File: src/rtl/pwls_reg_write_queue.sv
// -----------------------------------------------------------------------------
// pwls_reg_write_queue
//
// Collects byte-wide host register writes and replays them as 16-bit writes
// into the multichannel ALU register port. A low byte is only latched; the
// matching high byte commits {high, latched low} together with the target
// address into a small FIFO. The head entry is written to the ALU whenever the
// ALU offers a write slot.
//
// Optional feature (macro PWLS_WQ_COALESCE_EN):
//   When defined, a high-byte commit whose address matches the newest queued
//   entry overwrites that entry's data instead of taking a new slot. This only
//   happens if that entry is not leaving the queue on the same edge.
//
// Parameters:
//   ADDR_BITS - register address width (matches ALU reg_waddr)
//   DEPTH     - queue entries, power of two, >= 2
//
// Ports:
//   clk        in   clock, all state changes on the rising edge
//   rst        in   synchronous active-high reset
//   in_valid   in   host byte write request
//   in_ready   out  queue can take a byte write this cycle
//   in_addr    in   target register address (used on high-byte commit)
//   in_byte    in   write byte
//   in_hi      in   0 = low byte (latch), 1 = high byte (commit word)
//   write_slot in   ALU accepts a register write this cycle
//   reg_waddr  out  head entry address (0 when empty)
//   reg_wdata  out  head entry data (0 when empty)
//   reg_we     out  ALU write strobe, head pops on the same edge
//   count      out  number of queued entries
// -----------------------------------------------------------------------------
module pwls_reg_write_queue #(
    parameter int ADDR_BITS = 6,
    parameter int DEPTH     = 4
) (
    input  logic                   clk,
    input  logic                   rst,
    input  logic                   in_valid,
    output logic                   in_ready,
    input  logic [ADDR_BITS-1:0]   in_addr,
    input  logic [7:0]             in_byte,
    input  logic                   in_hi,
    input  logic                   write_slot,
    output logic [ADDR_BITS-1:0]   reg_waddr,
    output logic [15:0]            reg_wdata,
    output logic                   reg_we,
    output logic [$clog2(DEPTH):0] count
);

    localparam int PW = $clog2(DEPTH);
    localparam int CW = PW + 1;
    localparam logic [PW-1:0] PTR_ONE = PW'(1'b1);
    localparam logic [CW-1:0] CNT_ONE = CW'(1'b1);
    localparam logic [CW-1:0] CNT_FULL = CW'(DEPTH);

    logic [PW-1:0]        wr_ptr_r;
    logic [PW-1:0]        rd_ptr_r;
    logic [CW-1:0]        count_r;
    logic [7:0]           lo_latch_r;
    logic [ADDR_BITS-1:0] addr_mem_r [DEPTH];
    logic [15:0]          data_mem_r [DEPTH];

    logic          empty_s;
    logic          full_s;
    logic          accept_s;
    logic          commit_s;
    logic          merge_s;
    logic          push_s;
    logic          pop_s;
    logic [PW-1:0] tail_ptr_s;

    // Handshake, strobe, push/pop/merge decisions and head-entry presentation.
    always_comb begin
        empty_s    = (count_r == {CW{1'b0}});
        full_s     = (count_r == CNT_FULL);
        // Both strobes are forced low during reset so in-flight requests and
        // write slots are ignored while the queue is being cleared.
        in_ready   = !rst && !full_s;
        reg_we     = !rst && write_slot && !empty_s;
        pop_s      = reg_we;
        accept_s   = in_valid && in_ready;
        commit_s   = accept_s && in_hi;
        tail_ptr_s = wr_ptr_r - PTR_ONE;
`ifdef PWLS_WQ_COALESCE_EN
        // With a single entry queued and popping, the tail is the head that
        // is being written out now, so it must not be modified.
        merge_s    = commit_s && !empty_s
                     && (addr_mem_r[tail_ptr_s] == in_addr)
                     && !(pop_s && (count_r == CNT_ONE));
`else
        merge_s    = 1'b0;
`endif
        push_s     = commit_s && !merge_s;
        if (!empty_s) begin
            reg_waddr = addr_mem_r[rd_ptr_r];
            reg_wdata = data_mem_r[rd_ptr_r];
        end else begin
            reg_waddr = {ADDR_BITS{1'b0}};
            reg_wdata = 16'h0000;
        end
    end

    // Pointers, occupancy and the low-byte latch.
    always_ff @(posedge clk) begin
        if (rst) begin
            wr_ptr_r   <= {PW{1'b0}};
            rd_ptr_r   <= {PW{1'b0}};
            count_r    <= {CW{1'b0}};
            lo_latch_r <= 8'h00;
        end else begin
            if (accept_s && !in_hi) begin
                lo_latch_r <= in_byte;
            end
            // Pointers are PW bits wide, so increments wrap modulo DEPTH.
            if (push_s) begin
                wr_ptr_r <= wr_ptr_r + PTR_ONE;
            end
            if (pop_s) begin
                rd_ptr_r <= rd_ptr_r + PTR_ONE;
            end
            case ({push_s, pop_s})
                2'b10:   count_r <= count_r + CNT_ONE;
                2'b01:   count_r <= count_r - CNT_ONE;
                default: count_r <= count_r;
            endcase
        end
    end

    // Entry storage; contents are only visible through a non-zero count, so
    // it needs no reset.
    always_ff @(posedge clk) begin
        if (push_s) begin
            addr_mem_r[wr_ptr_r] <= in_addr;
            data_mem_r[wr_ptr_r] <= {in_byte, lo_latch_r};
        end else if (merge_s) begin
            data_mem_r[tail_ptr_s] <= {in_byte, lo_latch_r};
        end
    end

    assign count = count_r;

endmodule
File: config.mk
export PLATFORM = sky130hd
export DESIGN_NAME = pwls_reg_write_queue
export DESIGN_NICKNAME = d
export VERILOG_FILES = /design/src/rtl/pwls_reg_write_queue.sv
export SDC_FILE = /design/constraint.sdc
export NUM_CORES = 1
export LEC_CHECK = 0
export CAP_MARGIN = 10
export CORE_MARGIN = 8
export CORE_UTILIZATION = 55
export CTS_CLUSTER_SIZE = 40
export DETAILED_ROUTE_END_ITERATION = 10
export PLACE_DENSITY = 0.76
export SLEW_MARGIN = 10
export SYNTH_ARGS = -nofsm -noshare
export SYNTH_HDL_FRONTEND = slang
export SYNTH_SLANG_ARGS = --single-unit
File: constraint.sdc
create_clock -name clk -period 2.5 [get_ports clk]
set_clock_uncertainty 0.05 [all_clocks]
set_input_delay 0.5 -clock clk [delete_from_list [all_inputs] [get_ports clk]]
set_output_delay 0.5 -clock clk [all_outputs]
set_load 0.03 [all_outputs]
==> results.py <==
metrics = {
    "run_status": {
        "result_of_the_run": "finished clean",
    },
    "sta": {
        "final-setup-viol-count": 0,
        "worst-slew-pin-transition_ps": 363,
        "report.final.hold_viol_count": 0,
        "final_report_max_slew_violation_count": 0,
        "clock.fmax_ghz": 0.413,
        "post-route-period-util": 0.967,
        "rsz0062_at_grt": "no",
        "worst_slew_margin_rel": 0.758,
        "final.min_clock_period_ps": 2420,
    },
    "floorplanning": {
        "initial_cell_density_of_the_core": 0.569,
        "num_rows": 31,
        "die_h_um": 103,
        "die_area_um2": 10500,
        "pin_count": 46,
        "die_x_um": 103,
        "core_area_um2": 7250,
    },
    "worst_setup_path": {
        "cpLargestDelayFamily": "multiplexers",
        "startpoint_to_endpoint_class_of_the_critical_path": "flop to output pin",
        "endpoint_kind": "output pin",
        "worstReg2RegStart": "count[0]",
        "number_of_buffer_and_inverter_stages_on_the_critical_path": 2,
        "crit_path_cell_trace": "bufbuf_16, mux4_2, nor2b_1, buf_2",
        "critPathArrivalTime_ps": 1870,
        "crit_path_start_kind": "flop",
        "ff2ff_setup_slack_ps": 310,
        "critical_path.slowest_cell": "mux4_2",
        "cpPeakStageDelay_ps": 500,
        "end_of_the_worst_register_to_register_path": "count[2]",
        "cp.depth": 4,
        "cp.required_ps": 1950,
        "worst-path-max-fanout": 11,
        "worst-r2r-cell-count": 10,
    },
    "finish": {
        "final_core_utilization": 0.690,
        "nets": 320,
        "n_antenna_cell": 0,
        "top_library_cells_by_usage_in_the_layout_fill_and_taps_aside": "edfxtp_1 (88), mux4_2 (22), nor2b_1 (22)",
        "fraction_of_layout_instances_using_a_drive_strength_above_1": 0.290,
        "fin_area_um2": 5000,
        "layout.cells.most_common": "edfxtp_1",
        "syn2layout_area_growth_pct": 21.2,
        "filler_cell_count": 506,
    },
    "placed_design": {
        "detailedPlacementHpwl_um": 4730,
        "dpl-instance-area_um2": 4870,
        "buffer_ports.inserted": 45,
        "gp_routability_congestion": 0.707,
    },
    "cts": {
        "worst_skew_pair.late_latency_ps": 360,
        "buffer_type_at_the_clock_tree_root": "clkbuf_8",
        "cts_hold_buf": 0,
        "numCtsBuffers": 9,
        "clock_tree.htree_level_count": 3,
        "worst_setup_hold_path_clk_slew_ps": 90,
        "tritoncts": "built",
        "cts.sinks": 105,
        "cts.path.max_buffers": 2,
    },
    "route": {
        "drtPass1Iterations": 8,
        "ant_nets": 0,
        "drt-wirelength-per-cell_um": 18.7,
        "routed_via_density": 5.45,
        "remaining_drc_errors": 0,
        "route.vias.total": 2173,
        "detail_route.iter0.violations": 89,
        "postRouteWirelength_um": 7470,
    },
    "global_route": {
        "grt_usage": 0.157,
        "grt_first_pass_wirelength_um": 12000,
        "largest_net_degree_at_the_start_of_global_routing": 23,
        "via_count_of_the_first_global_routing_pass": 2308,
        "gr-total-overflow": 0,
        "grt_antenna_before_repair": 0,
    },
    "yosys": {
        "mappedNetlistNets": 254,
        "synthesis.area_um2": 4130,
        "synth-warning-count": 0,
        "ys_types": 30,
        "synth-seq-cells": 105,
        "synth_area_per_cell_um2": 18.0,
        "yosysSeqAreaShare": 0.723,
        "post_synth_inst_count": 229,
    },
    "worst_hold_path": {
        "hold-path-cell-count": 0,
        "worstHoldEndpoint": "data_mem_r[3][0]",
        "worst_hold_startpoint": "lo_latch_r[0]",
        "worstHoldPathType": "flop to flop",
    },
    "pwr": {
        "peakVddDrop_v": 0.000331,
        "power.density_cell_area_nw_per_um2": 671,
        "power.static_leakage_uw": 0.00169,
        "power_total_uw": 3360,
    },
    "job": {
        "maxCapViolations": 0,
    },
}
cell usage after synthesis:
cell	instances	area [um^2]
nand2b_1	1	6.26
dfxtp_1	17	340
nand2_1	11	41.3
inv_1	6	22.5
nor2b_1	22	138
or3_1	2	12.5
nor3b_2	1	12.5
nor3_1	1	5.00
mux4_2	22	495
nor2_1	8	30.0
buf_2	1	5.00
ha_1	5	62.6
nand3_1	8	40.0
o211ai_1	8	60.1
clkbuf_1	3	11.3
mux2i_1	1	10.0
mux2_4	1	15.0
edfxtp_1	88	2640
nor3b_4	1	18.8
or3b_1	1	8.76
o21ai_0	2	10.0
o31ai_1	1	7.51
buf_1	3	11.3
fa_1	1	20.0
a21oi_1	3	15.0
buf_4	2	15.0
and2_1	4	25.0
nor3_4	1	16.3
xor2_1	3	26.3
clkinv_1	1	3.75
area by class of cell:
class	instances	area, um^2	share of cell area
clock buffers	10	128	0.0255
flip-flops and latches	105	2980	0.596
clock inverters	6	73.8	0.0148
multi-input cells	108	1080	0.217
repair buffers	64	584	0.117
inverters	7	26.3	0.00525
well taps	99	124	0.0248
worst max-delay path by stage:
stage | to | slack (ps) | from
floorplan | count[2] | 30 | count[0]
global placement | count[2] | 40 | write_slot
detailed placement | count[2] | -40 | write_slot
CTS | reg_wdata[15] | 0.1 | flop
global route | reg_wdata[1] | 2 | flop
finish | reg_wdata[2] | 80 | flop
report_power, final:
group / switching, uW / leakage (uW) / internal, uW
Sequential: 19.8 / 0.000936 / 1930
Combinational: 203 / 0.000660 / 167
Clock: 567 / 0.0000950 / 475
Total: 790 / 0.00169 / 2570
kinds of logic (layout without fill, tap and decap cells):
family | count (synthesis) | in the layout | synth area share
fa+ha+maj | 6 | 6 | 0.0200
buf+inv | 16 | 87 | 0.0167
flops | 105 | 105 | 0.723
xor+xnor | 3 | 3 | 0.00637
mux | 24 | 24 | 0.126
simple gates | 61 | 61 | 0.0858
compound gates | 14 | 14 | 0.0224
sequential cells by signal, indices dropped and copies added, names as in the netlist, named ones only:
| signal | count |
|---|---|
| addr_mem_r | 24 |
| rd_ptr_r | 2 |
| data_mem_r | 64 |
| wr_ptr_r | 2 |
| lo_latch_r | 8 |
| count | 3 |
metal layers:
layer	wire, um	GRT usage	vias up
li1	-	-	1012
met1	3180	0.188	1083
met2	3800	0.262	65
met3	378	0.0452	13
met4	119	0.0598	0
met5	0	0	-
metrics by stage:
step	TNS [ps]	hold slack (ps)	instances	worst slack [ps]
after CTS	0	459	399	0.121
after detailed placement	-38.6	446	382	-38.6
after floorplan	0	409	229	29.5
after global placement	0	415	382	40.2
after global routing	0	472	399	1.64
final	0	456	399	81.6
repair_timing:
| item | CTS | global route |
|---|---|---|
| resized for setup | 73 | 16 |
| buffers inserted | 0 | 0 |
| setup endpoints to repair | 22 | 10 |
| gates cloned | 1 | 0 |
| pin swaps | 0 | 0 |
No activity file was read; power rests on OpenSTA's default activity.
